`config.mk`:
```
export PLATFORM = sky130hd
export DESIGN_NAME = sd_init_sequencer
export DESIGN_NICKNAME = d
export VERILOG_FILES = /design/src/rtl/sd_init_sequencer.sv
export SDC_FILE = /design/constraint.sdc
export NUM_CORES = 1
export LEC_CHECK = 0
export CORE_UTILIZATION = 33
export DETAILED_ROUTE_END_ITERATION = 8
export HOLD_SLACK_MARGIN = 0.1
export PLACE_DENSITY_LB_ADDON = 0.05
export SYNTH_ARGS = -nofsm -noshare
export SYNTH_HDL_FRONTEND = slang
export SYNTH_SLANG_ARGS = --single-unit
```
`constraint.sdc`:
```
create_clock -name iclk -period 2.4 [get_ports iclk]
set_clock_uncertainty 0.05 [all_clocks]
set_input_delay 0.6 -clock iclk [delete_from_list [all_inputs] [get_ports iclk]]
set_output_delay 0.6 -clock iclk [all_outputs]
set_load 0.005 [all_outputs]
```
`src/rtl/sd_init_sequencer.sv`:
```
// SD card init sequencer: CMD0/8/55+41/2/3/7 chain to transfer state, feeding cmd_driver.
// Define SD_WIDE_BUS_EN to append CMD55/ACMD6 (4-bit bus select) after CMD7.
module sd_init_sequencer #(
  parameter int ACMD41_TRIES = 1000,
  parameter int CRC_RETRIES  = 3
) (
  input  logic         iclk,
  input  logic         irst,
  input  logic         istart,
  output logic         ocmd_send,
  output logic [6:0]   ocmd_index,
  output logic [31:0]  ocmd_arg,
  input  logic [0:135] iresp,
  input  logic         icrc_failed,
  input  logic         icmd_done,
  output logic         oready,
  output logic         oerr,
  output logic [2:0]   oerr_code,
  output logic [15:0]  orca,
  output logic         ohcs
);

  typedef enum logic [3:0] {
    S_IDLE, S_CMD0, S_CMD8, S_CMD55, S_ACMD41, S_CMD2, S_CMD3, S_CMD7,
    S_CMD55W, S_ACMD6, S_READY, S_ERROR
  } state_t;

  localparam int RW = $clog2(ACMD41_TRIES + 1);
  localparam int CW = (CRC_RETRIES > 0) ? $clog2(CRC_RETRIES + 1) : 1;
  localparam logic [RW-1:0] ROUND_MAX = RW'(ACMD41_TRIES);
  localparam logic [CW-1:0] CRC_MAX   = CW'(CRC_RETRIES);

  localparam logic [2:0] ERR_CRC   = 3'd1;
  localparam logic [2:0] ERR_ECHO  = 3'd2;
  localparam logic [2:0] ERR_ACMD  = 3'd3;

  state_t        state_q, state_d;
  logic          issue_q, issue_d;
  logic [RW-1:0] round_q, round_d;
  logic [CW-1:0] crc_q, crc_d;
  logic [15:0]   rca_q, rca_d;
  logic          hcs_q, hcs_d;
  logic [2:0]    code_q, code_d;
  logic          crc_checked;
  logic          unused_resp;

  // Start bit, index, CMD8 reserved/VHS bits, CRC and the R2 tail are not interpreted here.
  assign unused_resp = ^{iresp[0:7], iresp[24:27], iresp[40:135]};

  always_ff @(posedge iclk or posedge irst) begin
    if (irst) begin
      state_q <= S_IDLE;
      issue_q <= 1'b0;
      round_q <= '0;
      crc_q   <= '0;
      rca_q   <= '0;
      hcs_q   <= 1'b0;
      code_q  <= '0;
    end else begin
      state_q <= state_d;
      issue_q <= issue_d;
      round_q <= round_d;
      crc_q   <= crc_d;
      rca_q   <= rca_d;
      hcs_q   <= hcs_d;
      code_q  <= code_d;
    end
  end

  // R3 carries no valid CRC, and CMD0 has no response to check.
  assign crc_checked = (state_q != S_CMD0) && (state_q != S_ACMD41);

  always_comb begin
    state_d = state_q;
    issue_d = 1'b0;
    round_d = round_q;
    crc_d   = crc_q;
    rca_d   = rca_q;
    hcs_d   = hcs_q;
    code_d  = code_q;
    case (state_q)
      S_IDLE, S_READY, S_ERROR: begin
        if (istart) begin
          state_d = S_CMD0;
          issue_d = 1'b1;
          round_d = '0;
          crc_d   = '0;
          rca_d   = '0;
          hcs_d   = 1'b0;
          code_d  = '0;
        end
      end
      default: begin
        if (!issue_q && icmd_done) begin
          if (crc_checked && icrc_failed) begin
            if (crc_q == CRC_MAX) begin
              state_d = S_ERROR;
              code_d  = ERR_CRC;
            end else begin
              crc_d   = crc_q + CW'(1);
              issue_d = 1'b1;
            end
          end else begin
            crc_d   = '0;
            issue_d = 1'b1;
            case (state_q)
              S_CMD0:  state_d = S_CMD8;
              S_CMD8: begin
                if (iresp[28:39] == 12'h1AA) begin
                  state_d = S_CMD55;
                end else begin
                  state_d = S_ERROR;
                  code_d  = ERR_ECHO;
                  issue_d = 1'b0;
                end
              end
              S_CMD55: state_d = S_ACMD41;
              S_ACMD41: begin
                if (iresp[8]) begin
                  hcs_d   = iresp[9];
                  state_d = S_CMD2;
                end else if (round_q + RW'(1) == ROUND_MAX) begin
                  round_d = round_q + RW'(1);
                  state_d = S_ERROR;
                  code_d  = ERR_ACMD;
                  issue_d = 1'b0;
                end else begin
                  round_d = round_q + RW'(1);
                  state_d = S_CMD55;
                end
              end
              S_CMD2:  state_d = S_CMD3;
              S_CMD3: begin
                rca_d   = iresp[8:23];
                state_d = S_CMD7;
              end
              S_CMD7: begin
`ifdef SD_WIDE_BUS_EN
                state_d = S_CMD55W;
`else
                state_d = S_READY;
                issue_d = 1'b0;
`endif
              end
              S_CMD55W: state_d = S_ACMD6;
              S_ACMD6: begin
                state_d = S_READY;
                issue_d = 1'b0;
              end
              default: begin
                state_d = state_q;
                issue_d = 1'b0;
              end
            endcase
          end
        end
      end
    endcase
  end

  always_comb begin
    ocmd_index = 7'd0;
    ocmd_arg   = 32'h0;
    case (state_q)
      S_CMD8: begin
        ocmd_index = 7'd8;
        ocmd_arg   = 32'h0000_01AA;
      end
      S_CMD55, S_CMD55W: begin
        ocmd_index = 7'd55;
        ocmd_arg   = {rca_q, 16'h0};
      end
      S_ACMD41: begin
        ocmd_index = 7'd41;
        ocmd_arg   = 32'h40FF_8000;
      end
      S_CMD2: ocmd_index = 7'd2;
      S_CMD3: ocmd_index = 7'd3;
      S_CMD7: begin
        ocmd_index = 7'd7;
        ocmd_arg   = {rca_q, 16'h0};
      end
      S_ACMD6: begin
        ocmd_index = 7'd6;
        ocmd_arg   = 32'h0000_0002;
      end
      default: begin
        ocmd_index = 7'd0;
        ocmd_arg   = 32'h0;
      end
    endcase
  end

  assign ocmd_send = issue_q;
  assign oready    = (state_q == S_READY);
  assign oerr      = (state_q == S_ERROR);
  assign oerr_code = code_q;
  assign orca      = rca_q;
  assign ohcs      = hcs_q;

endmodule

```
Yosys cells after proc, flatten, opt, wreduce, memory -nomap -nowiden
Index checks and enable logic that the tools add are counted.

word-level totals
  register bits = 37
  bits in latches = 0
  RAM bits = 0
  ROM bits = 0
  input bits = 141
  output and inout port bits = 62
  logic and storage cells = 106
  memories kept = 0

cells by class
  add/sub/neg operators = 2
  multiply operators = 0
  div/mod/pow operators = 0
  magnitude comparators = 0
  equality and inequality tests = 24
  shifts and indexed selects = 0
  multiplexer cells = 51
  bitwise operators = 0
  reductions and logical operators = 22

operators with widths
  cell                   count
  $pmux 32 s4            1
  $mux 16                5
  $mux 10                6
  $pmux 6 s7             1
  $mux 4                 8
  $pmux 4 s8             1
  $mux 3                 8
  $eq 4x3->1 const B     4
  $eq 4x4->1 const B     4
  $mux 1                 14
  $eq 12x9->1 const B    1
  $ne 4x3->1 const B     3
  $add 10x1->10 const B  1
  $eq 10x10->1 const B   1
  $mux 2                 5
  $reduce_and 5->1       2
  $reduce_bool 10->1     1
  $eq 4x2->1 const B     2
  $reduce_and 4->1       2
  $reduce_bool 2->1      4
  $reduce_and 7->1       1
  $pmux 3 s2             1
  $reduce_or 3->1        2
  $reduce_or 5->1        1
  16 further kinds       20

Longest topological paths before layout
Gate-level depths: netlist (run 1).

  depth after elaboration = 8
  depth in mapped cells = 8
  mapped depth without buffers = 7

Worst setup path after synthesis (run 1)
No wires, ideal clock.

  path kind = reg2out
  from = reg state_q[0]
  to = out ocmd_arg[29]
  arrival time = 1.566 ns
  required time = 1.750 ns
  path slack = 0.184 ns
  cell stages (with the launch flop) = 6
  buffers on the path = 3
  path through = dfrtp_1 -> buf_2 -> clkbuf_1 -> o31ai_1 -> clkbuf_1 -> and2_1

on the way
  word-level cells in the longest chain between the ends = 3
  elaborated cells on any way between the ends = 8
  classes of those cells = eq/ne (6); mux (1); reduce/logical (1)

ends and longest elaborated chain
  what                                RTL line  source
  start: declaration                  37        state_t state_q, state_d;
  start signal: assignment            60        state_q <= state_d;
  $eq 4x4->1 (tied with other cells)  164       case (state_q)
  $reduce_or 3->1 (no line)           n/a
  $pmux 32 s4 *                       164
  end: declaration                    12        output logic [31:0] ocmd_arg,

Every way passes the cells marked *; elsewhere a longest branch is shown, timed or not.

Worst setup path after layout (run 1)
  from = reg state_q[1]
  to = reg rca_q[13] (netlist: orca[13])

on the way
  word-level cells in the longest chain between the ends = 5
  elaborated cells on any way between the ends = 15
  classes of those cells = eq/ne (7); mux (1); reduce/logical (7)

ends and longest elaborated chain
  what                                      RTL line  source
  $ne 4x1->1 or $ne 4x3->1 (tied branches)  71        assign crc_checked = (state_q != S_CMD0) && (state_q != S_ACMD41);
  $logic_and 1x1->1                         71
  $logic_and 1x1->1                         95        if (crc_checked && icrc_failed) begin
  $ne 2x1->1 (no line)                      n/a
  $reduce_and 4->1 (no line)                n/a
  end signal: assignment                    64        rca_q <= rca_d;
  end: declaration                          41        logic [15:0] rca_q, rca_d;

Several ways; a longest one is shown, not always the timed one.
A chain may end at the register's enable or synchronous reset.

==> summary.txt, run 1 <==
Yosys
  • Synth Flop Type: dfrtp_1
  • Post-synth EDFFs: 0
  • Post-Synthesis Cells: roughly 330
  • Post-synthesis sequential area ratio: 0.357
  • Synthesized area: roughly 2500 um^2
  • Asr flop ratio synth: 1.00
  • Total number of yosys warnings: 0
  • Syn Area/Cell: 7.76 um^2
  • Distinct cell type count after synthesis: 57
  • #FFs+latches synth: 36

Setup path
  • Crit path arrival time: 2.35 ns
  • Crit-path max FO: 32
  • Worst setup SP type: register
  • Worst setup EP type: register
  • Critical Path RT: 2.48 ns
  • CP Class: register to register

Run
  • Max-Cap Viols: 0

Placed design
  • Port bufs: 82
  • Dpl ws: 0.0347 ns
  • Routability cong.: 0.868
  • HPWL Detailed: approximately 5 mm

Global routing
  • Total GRT Usage: 0.177
  • GRT overflow: 0
  • First-pass GRT wire length: 10.9 mm
  • Largest net degree at the start of global routing: 37
  • Antenna violations before repair: 0
  • Vias in the first global route: 2232

Floorplan
  • Initial core utilization: 0.344
  • Rows: 31
  • Die width: 89.4 um
  • Core ar.: about 7300 um^2
  • Die ar.: 8000 um^2
  • Die H: 89.4 um
  • I/O pin count: 203

Power
  • Leakage: 0.00217 uW
  • Combinational share of power: 0.652
  • Sequential share of power: 0.226
  • Max VDD drop: 0.000506 V
  • Power, Total: 4350 uW
  • Clock Power Share: 0.122
  • Sw frac: 0.396
  • PD cells: 1110 nW/um^2
  • Internal Power: 2630 uW
  • Switching power: 1720 uW

Layout
  • Area of the multi-input gates: 1490 um^2
  • Fillcell total: 689
  • Final core utilization: 0.536
  • ANT cells: 0
  • Area Overhead vs Synth: 55.8%
  • Register Area: 906 um^2
  • Share of layout cells above drive strength 1: 0.191
  • Fin nets: 577

STA
  • Worst-Margin Slew: around 0.64 ns
  • Max transition margin: 0.571
  • Final Hold Violating Endpoints: 0
  • Fmax: 442 MHz
  • Final critical-path required period: 2.26 ns
  • Final setup vio count: 0
  • RSZ-0062 raised after global routing: yes
  • TNS Setup: 0 ns
  • Final period util: 0.943
  • Pins over their slew limit: 0
  • Final worst setup slack: 0.136 ns

Routing
  • Overall via count from detail_route: 2613
  • Number of remaining DRC errors: 0
  • Initial drt markers: 111
  • DR vias/cell: 4.90
  • Routed WL per cell: between 10 and 15 um
  • Post-route ant nets: 0
  • Total wire length: roughly 7.2 mm
  • DR pass1 iterations: 4

Clocking
  • CTS buffer count: 5
  • Clock Latency Late Sink: between 0.2 and 0.3 ns
  • Num Clock Sinks: 36
  • H-tree Lvls: 2
  • CTS tree: yes
  • Clock transition at the registers of the reported paths: 0.07 ns
  • Clk buf depth: 2
  • CTS root buf: clkbuf_8
  • CTS Hold Bufs: 0

Run status
  • Status: completed

Worst hold path
  • Type of the worst min-delay path: register to register
[worst paths after layout]
path,startpoint,end,slack (ns),cells past startpoint
max reg2reg,state_q[1],orca[13],0.14,7
max,state_q[1],orca[13],0.14,7
max in group asynchronous,irst,state_q[0],1.25,3
min,crc_q[0],crc_q[0],0.43,1
min in group asynchronous,irst,orca[5],0.68,3
min reg2reg,crc_q[0],crc_q[0],0.43,1
[final cells by class]
type,count,share of cell area
clock buffer,6,0.0185
clock inverter,2,0.00892
inverter,10,0.00955
multi-input combinational,253,0.380
sequential,36,0.231
tap,99,0.0315
timing repair buffer,127,0.321
[power by group through the flow]
| stage | Sequential, uW | Combinational, uW | Clock (uW) |
|---|---|---|---|
| 5_1_grt | 1010 | 3140 | 582 |
| 6_report | 986 | 2840 | 530 |
| 3_3_place_gp | 960 | 2610 | 0 |
| 3_5_place_dp | 965 | 2630 | 0 |
| 2_1_floorplan | 932 | 1430 | 0 |
| 4_1_cts | 958 | 2690 | 553 |
[cells by family after synthesis]
group | after synthesis | share of synthesized area
fa+ha+maj | 3 | 0.0149
other cells | 1 | 0.00149
simple gates | 141 | 0.266
buf+inv | 47 | 0.100
flops | 36 | 0.357
compound gates | 91 | 0.235
mux | 3 | 0.0144
xor+xnor | 3 | 0.0104
[worst max-delay path: stages (launching register included)]
cell and delay, ns:
dfrtp_2 0.45, buf_6 0.16, buf_4 0.14, and2_4 0.15
o211ai_1 0.30, a21boi_1 0.30, o21bai_4 0.35, o21ai_0 0.20
[routing by layer]
layer	global-route usage	part of all wire	vias up
met5	0	0	-
met4	0.0476	0.0078	0
met3	0.0369	0.054	6
met2	0.276	0.45	78
met1	0.248	0.49	1212
li1	-	-	1317
[placed cells by master (no fill, tap or decap), drive strengths merged, types with 3 or more instances in the layout]
cell type      instances
nor3                   5
a21oi                 11
o211ai                 4
inv                   10
buf                   45
conb                  12
nand2                 67
clkbuf                 7
nor2                  18
dfrtp                 36
and3                   4
o31ai                 11
dlymetal6s2s          29
nor2b                  4
nand2b                 8
o21ai                 39
nand3                 10
ha                     3
clkdlybuf4s50         52
a21o                   3
and2                  12
[metrics by stage]
step	instances	hold slack (ns)	cell area, um^2
floorplan	336	0.407	2560
global placement	513	0.417	3550
detailed placement	513	0.431	3550
CTS	524	0.441	3700
global route	533	0.444	3930
finish	533	0.435	3930
[Yosys cell counts (all sizes together), types with 2 or more instances]
cell | instances | area [um^2]
o21a | 2 | 15.0
a311oi | 2 | 17.5
clkbuf | 14 | 53.8
nor2b | 4 | 25.0
nand3b | 2 | 15.0
inv | 10 | 37.5
ha | 3 | 37.5
dfrtp | 36 | 901
mux2 | 2 | 26.3
o21bai | 2 | 26.3
nor4bb | 2 | 20.0
and2 | 12 | 77.6
nand3 | 10 | 50.1
nor2 | 18 | 67.6
o31ai | 11 | 82.6
a31oi | 2 | 12.5
a21oi | 11 | 58.8
nor4 | 2 | 12.5
a21boi | 2 | 15.0
o311a | 2 | 20.0
nor3 | 5 | 25.0
xor2 | 2 | 17.5
a211oi | 2 | 15.0
nand2 | 67 | 251
o211ai | 4 | 30.0
nand2b | 8 | 50.1
a21o | 3 | 22.5
or2 | 2 | 12.5
and3 | 4 | 25.0
o21ai | 39 | 199
buf | 23 | 161
o22ai | 2 | 12.5
[state kept, by name (all words and copies together), names as in the netlist]
name	count
round_q	10
state_q	4
crc_q	2
orca	16
oerr_code	2
ocmd_send	1
ohcs	1
[timing repair]
action | in CTS | in global routing
buffers inserted | 3 | 8
gates cloned | 0 | 1
endpoints found under the setup margin | 27 | 31
pin swaps | 0 | 3
gates resized for setup | 6 | 58
Note: power is estimated with default switching activity, not from simulation.
==> run 2, diff against run 1 <==
CORE_MARGIN = 2   (was default)
==> run 2 against run 1 <==
Against the previous run: sequential share of layout area down 0.061 points; worst setup slack worse by 0.090 ns; sequential power down 2%; register-to-register slack worse by 0.09 ns; non-clock buffer count up 10; global-route usage down 0.23 points; maximum frequency down 3.8%; power up 4.1%.
==> summary.txt, run 2 (same netlist as run 1, synthesis figures left out) <==
Run status
  • Status: completed

Setup path
  • Worst-path cell chain: buf_6, buf_4, and2_4, o21a_1, o41a_1, a21o_1, a211oi_1, a21o_1
  • CP dominant cell by count: a21o_1
  • Delay-heaviest family, CP: compound AO/OA/AOI/OAI gates
  • Crit-path slowest cell: o41a_1
  • Worst setup SP type: register
  • Critical Path RT: 2.58 ns (+0.10 ns)
  • Worst setup EP type: register
  • Crit-path max FO: 6 (-81%)
  • CP Class: register to register
  • Crit path arrival time: 2.54 ns (+0.19 ns)
  • Buf/Inv on CP: 2 (unchanged)
  • Reg2Reg Setup Slack: 0.05 ns (-0.09 ns)
  • Critical path's largest stage delay: 0.44 ns (about the same)

STA
  • Max transition margin: 0.566 (-0.00507)
  • Final period util: 0.981 (+0.0376)
  • Final setup vio count: 0 (unchanged)
  • Pins over their slew limit: 0 (unchanged)
  • Fmax: 425 MHz (-3.8%)
  • Worst-Margin Slew: 0.649 ns (+0.00759 ns)
  • Final critical-path required period: 2.35 ns (+0.0901 ns)
  • Final Hold Violating Endpoints: 0 (unchanged)
  • RSZ-0062 raised after global routing: yes
  • Hold_ws: 0.452 ns (+0.0174 ns)

Routing
  • Total wire length: 7.44 mm (+3.8%)
  • Initial drt markers: 88 (-21%)
  • Overall via count from detail_route: 2622 (+0.34%)
  • DR pass1 iterations: 4 (unchanged)
  • Number of remaining DRC errors: 0 (unchanged)
  • DR vias/cell: 4.83 (-1.5%)
  • Routed WL per cell: 13.7 um (+1.9%)
  • Post-route ant nets: 0 (unchanged)

Global routing
  • GRT overflow: 0 (unchanged)
  • First-pass GRT wire length: 12.0 mm (+9.9%)
  • Total GRT Usage: 0.175 (-0.00230)
  • Antenna violations before repair: 0 (unchanged)
  • Met2 Usage GRT: 0.271 (-0.00475)
  • Largest net degree at the start of global routing: 37 (unchanged)
  • GR Layer Usage met1: 0.247 (-0.000738)
  • Met3 GRT Util: 0.0390 (+0.00207)
  • Busiest grt layer: met2
  • Vias in the first global route: 2420 (+8.4%)

Layout
  • Fin nets: 587 (+1.7%)
  • Max reg flops: 16 (unchanged)
  • Final non-filler cell total: 543 (+1.9%)
  • Area Overhead vs Synth: 56.0%
  • ANT cells: 0 (unchanged)
  • Non-Filler Cell Area, Final: 3930 um^2 (+0.13%)
  • Most common cell after layout, fill and taps aside: nand2_1
  • Most frequent cells in the layout: 65 x nand2_1, 52 x clkdlybuf4s50_1, 43 x buf_4
  • Share of layout cells above drive strength 1: 0.234 (+0.0430)

Floorplan
  • Rows: 31 (unchanged)
  • I/O pin count: 203 (unchanged)
  • Die ar.: 8360 um^2 (+4.5%)
  • Die width: 91.4 um (+2.2%)
  • Die H: 91.4 um (+2.2%)
  • Initial core utilization: 0.344 (unchanged)
  • Core ar.: 7330 um^2 (unchanged)

Placed design
  • Routability cong.: 0.832 (-4.2%)
  • Post-Place Cell Area: 3560 um^2 (+0.28%)
  • HPWL Detailed: 5.20 mm (+4.1%)
  • Dpl cells: 516 (+0.58%)
  • Port bufs: 82 (unchanged)

Power
  • PD cells: 1150 nW/um^2 (+4.0%)
  • Leakage: 0.00198 uW (-9.0%)
  • Switching power: 1790 uW (+3.7%)
  • Sw frac: 0.395 (-0.00150)
  • Sequential share of power: 0.214 (-0.012)
  • Combinational share of power: 0.666 (+0.014)
  • Max VDD drop: 0.000468 V (-7.5%)
  • Internal Power: 2750 uW (+4.4%)
  • Clock Power Share: 0.121 (about the same)

Clocking
  • H-tree Lvls: 2 (unchanged)
  • CTS tree: yes
  • Clock Latency Late Sink: 0.29 ns (about the same)
  • Num Clock Sinks: 36 (unchanged)
  • Clock transition at the registers of the reported paths: 0.08 ns (about the same)
  • Clk buf depth: 2 (unchanged)
  • CTS buffer count: 5 (unchanged)
  • CTS root buf: clkbuf_8

Worst hold path
  • Type of the worst min-delay path: register to register

Run
  • Max-Cap Viols: 0 (unchanged)
## run 2: cell count changes in the layout (fill, tap and decap cells not counted), sizes merged
cell,change
clkdlybuf4s15,+1
dlymetal6s2s,-18
buf,+22
dlygate4sd2,+5
## run 2: final timing paths
kind / from / to / depth (start not counted)
max: state_q[1] / state_q[1] / 8
min: crc_q[0] / crc_q[0] / 1
max reg2reg: state_q[1] / state_q[1] / 8
min reg2reg: crc_q[0] / crc_q[0] / 1
max in group asynchronous: irst / state_q[3] / 3
min in group asynchronous: irst / orca[6] / 3
## run 2: cell type report
cell class,instances,area [um^2]
Multi-Input combinational cell,253,1500
Fill cell,721,3400
Clock inverter,2,35.0
Timing Repair Buffer,137,1260
Inverter,10,40.0
Clock buffer,6,72.6
Sequential cell,36,905
Tap cell,99,124
## run 2: power by group through the flow
| stage | Sequential [uW] | Clock, uW | Combinational [uW] |
|---|---|---|---|
| after floorplan | 932 | 0 | 1430 |
| after global placement | 957 | 0 | 2610 |
| after detailed placement | 962 | 0 | 2610 |
| after CTS | 969 | 567 | 2850 |
| after global routing | 1000 | 583 | 3330 |
| final | 969 | 547 | 3020 |
## run 2: what timing repair did
action                                  4_1_cts  5_1_grt
gates cloned                                  1        0
resized for setup                            77       40
hold buffers                                  0        0
buffers inserted                             10       13
pin swaps                                     4        6
endpoints found under the setup margin       28       24
## run 2: metal layers
| metal | share of wire | routed length [um] | up-vias |
|---|---|---|---|
| li1 | - | - | 1333 |
| met1 | 0.48 | 3540 | 1202 |
| met2 | 0.46 | 3450 | 81 |
| met3 | 0.052 | 388 | 6 |
| met4 | 0.0082 | 61 | 0 |
| met5 | 0 | 0 | - |
## run 2: metrics by stage
step	setup slack (ns)	util	setup TNS [ns]	total power, uW
2_1_floorplan	0.184	-	0	2360
3_3_place_gp	-0.00845	0.486	-0.00845	3560
3_5_place_dp	-0.0222	0.486	-0.0394	3570
4_1_cts	-0.156	0.516	-0.776	4390
5_1_grt	-0.0287	0.537	-0.116	4920
6_report	0.0460	0.537	0	4530
## run 2: worst reg2reg max path: stages, from the launching register on
cell	delay, ns
dfrtp_1	0.42
buf_6	0.14
buf_4	0.15
and2_4	0.16
o21a_1	0.22
o41a_1	0.44
a21o_1	0.24
a211oi_1	0.34
a21o_1	0.13
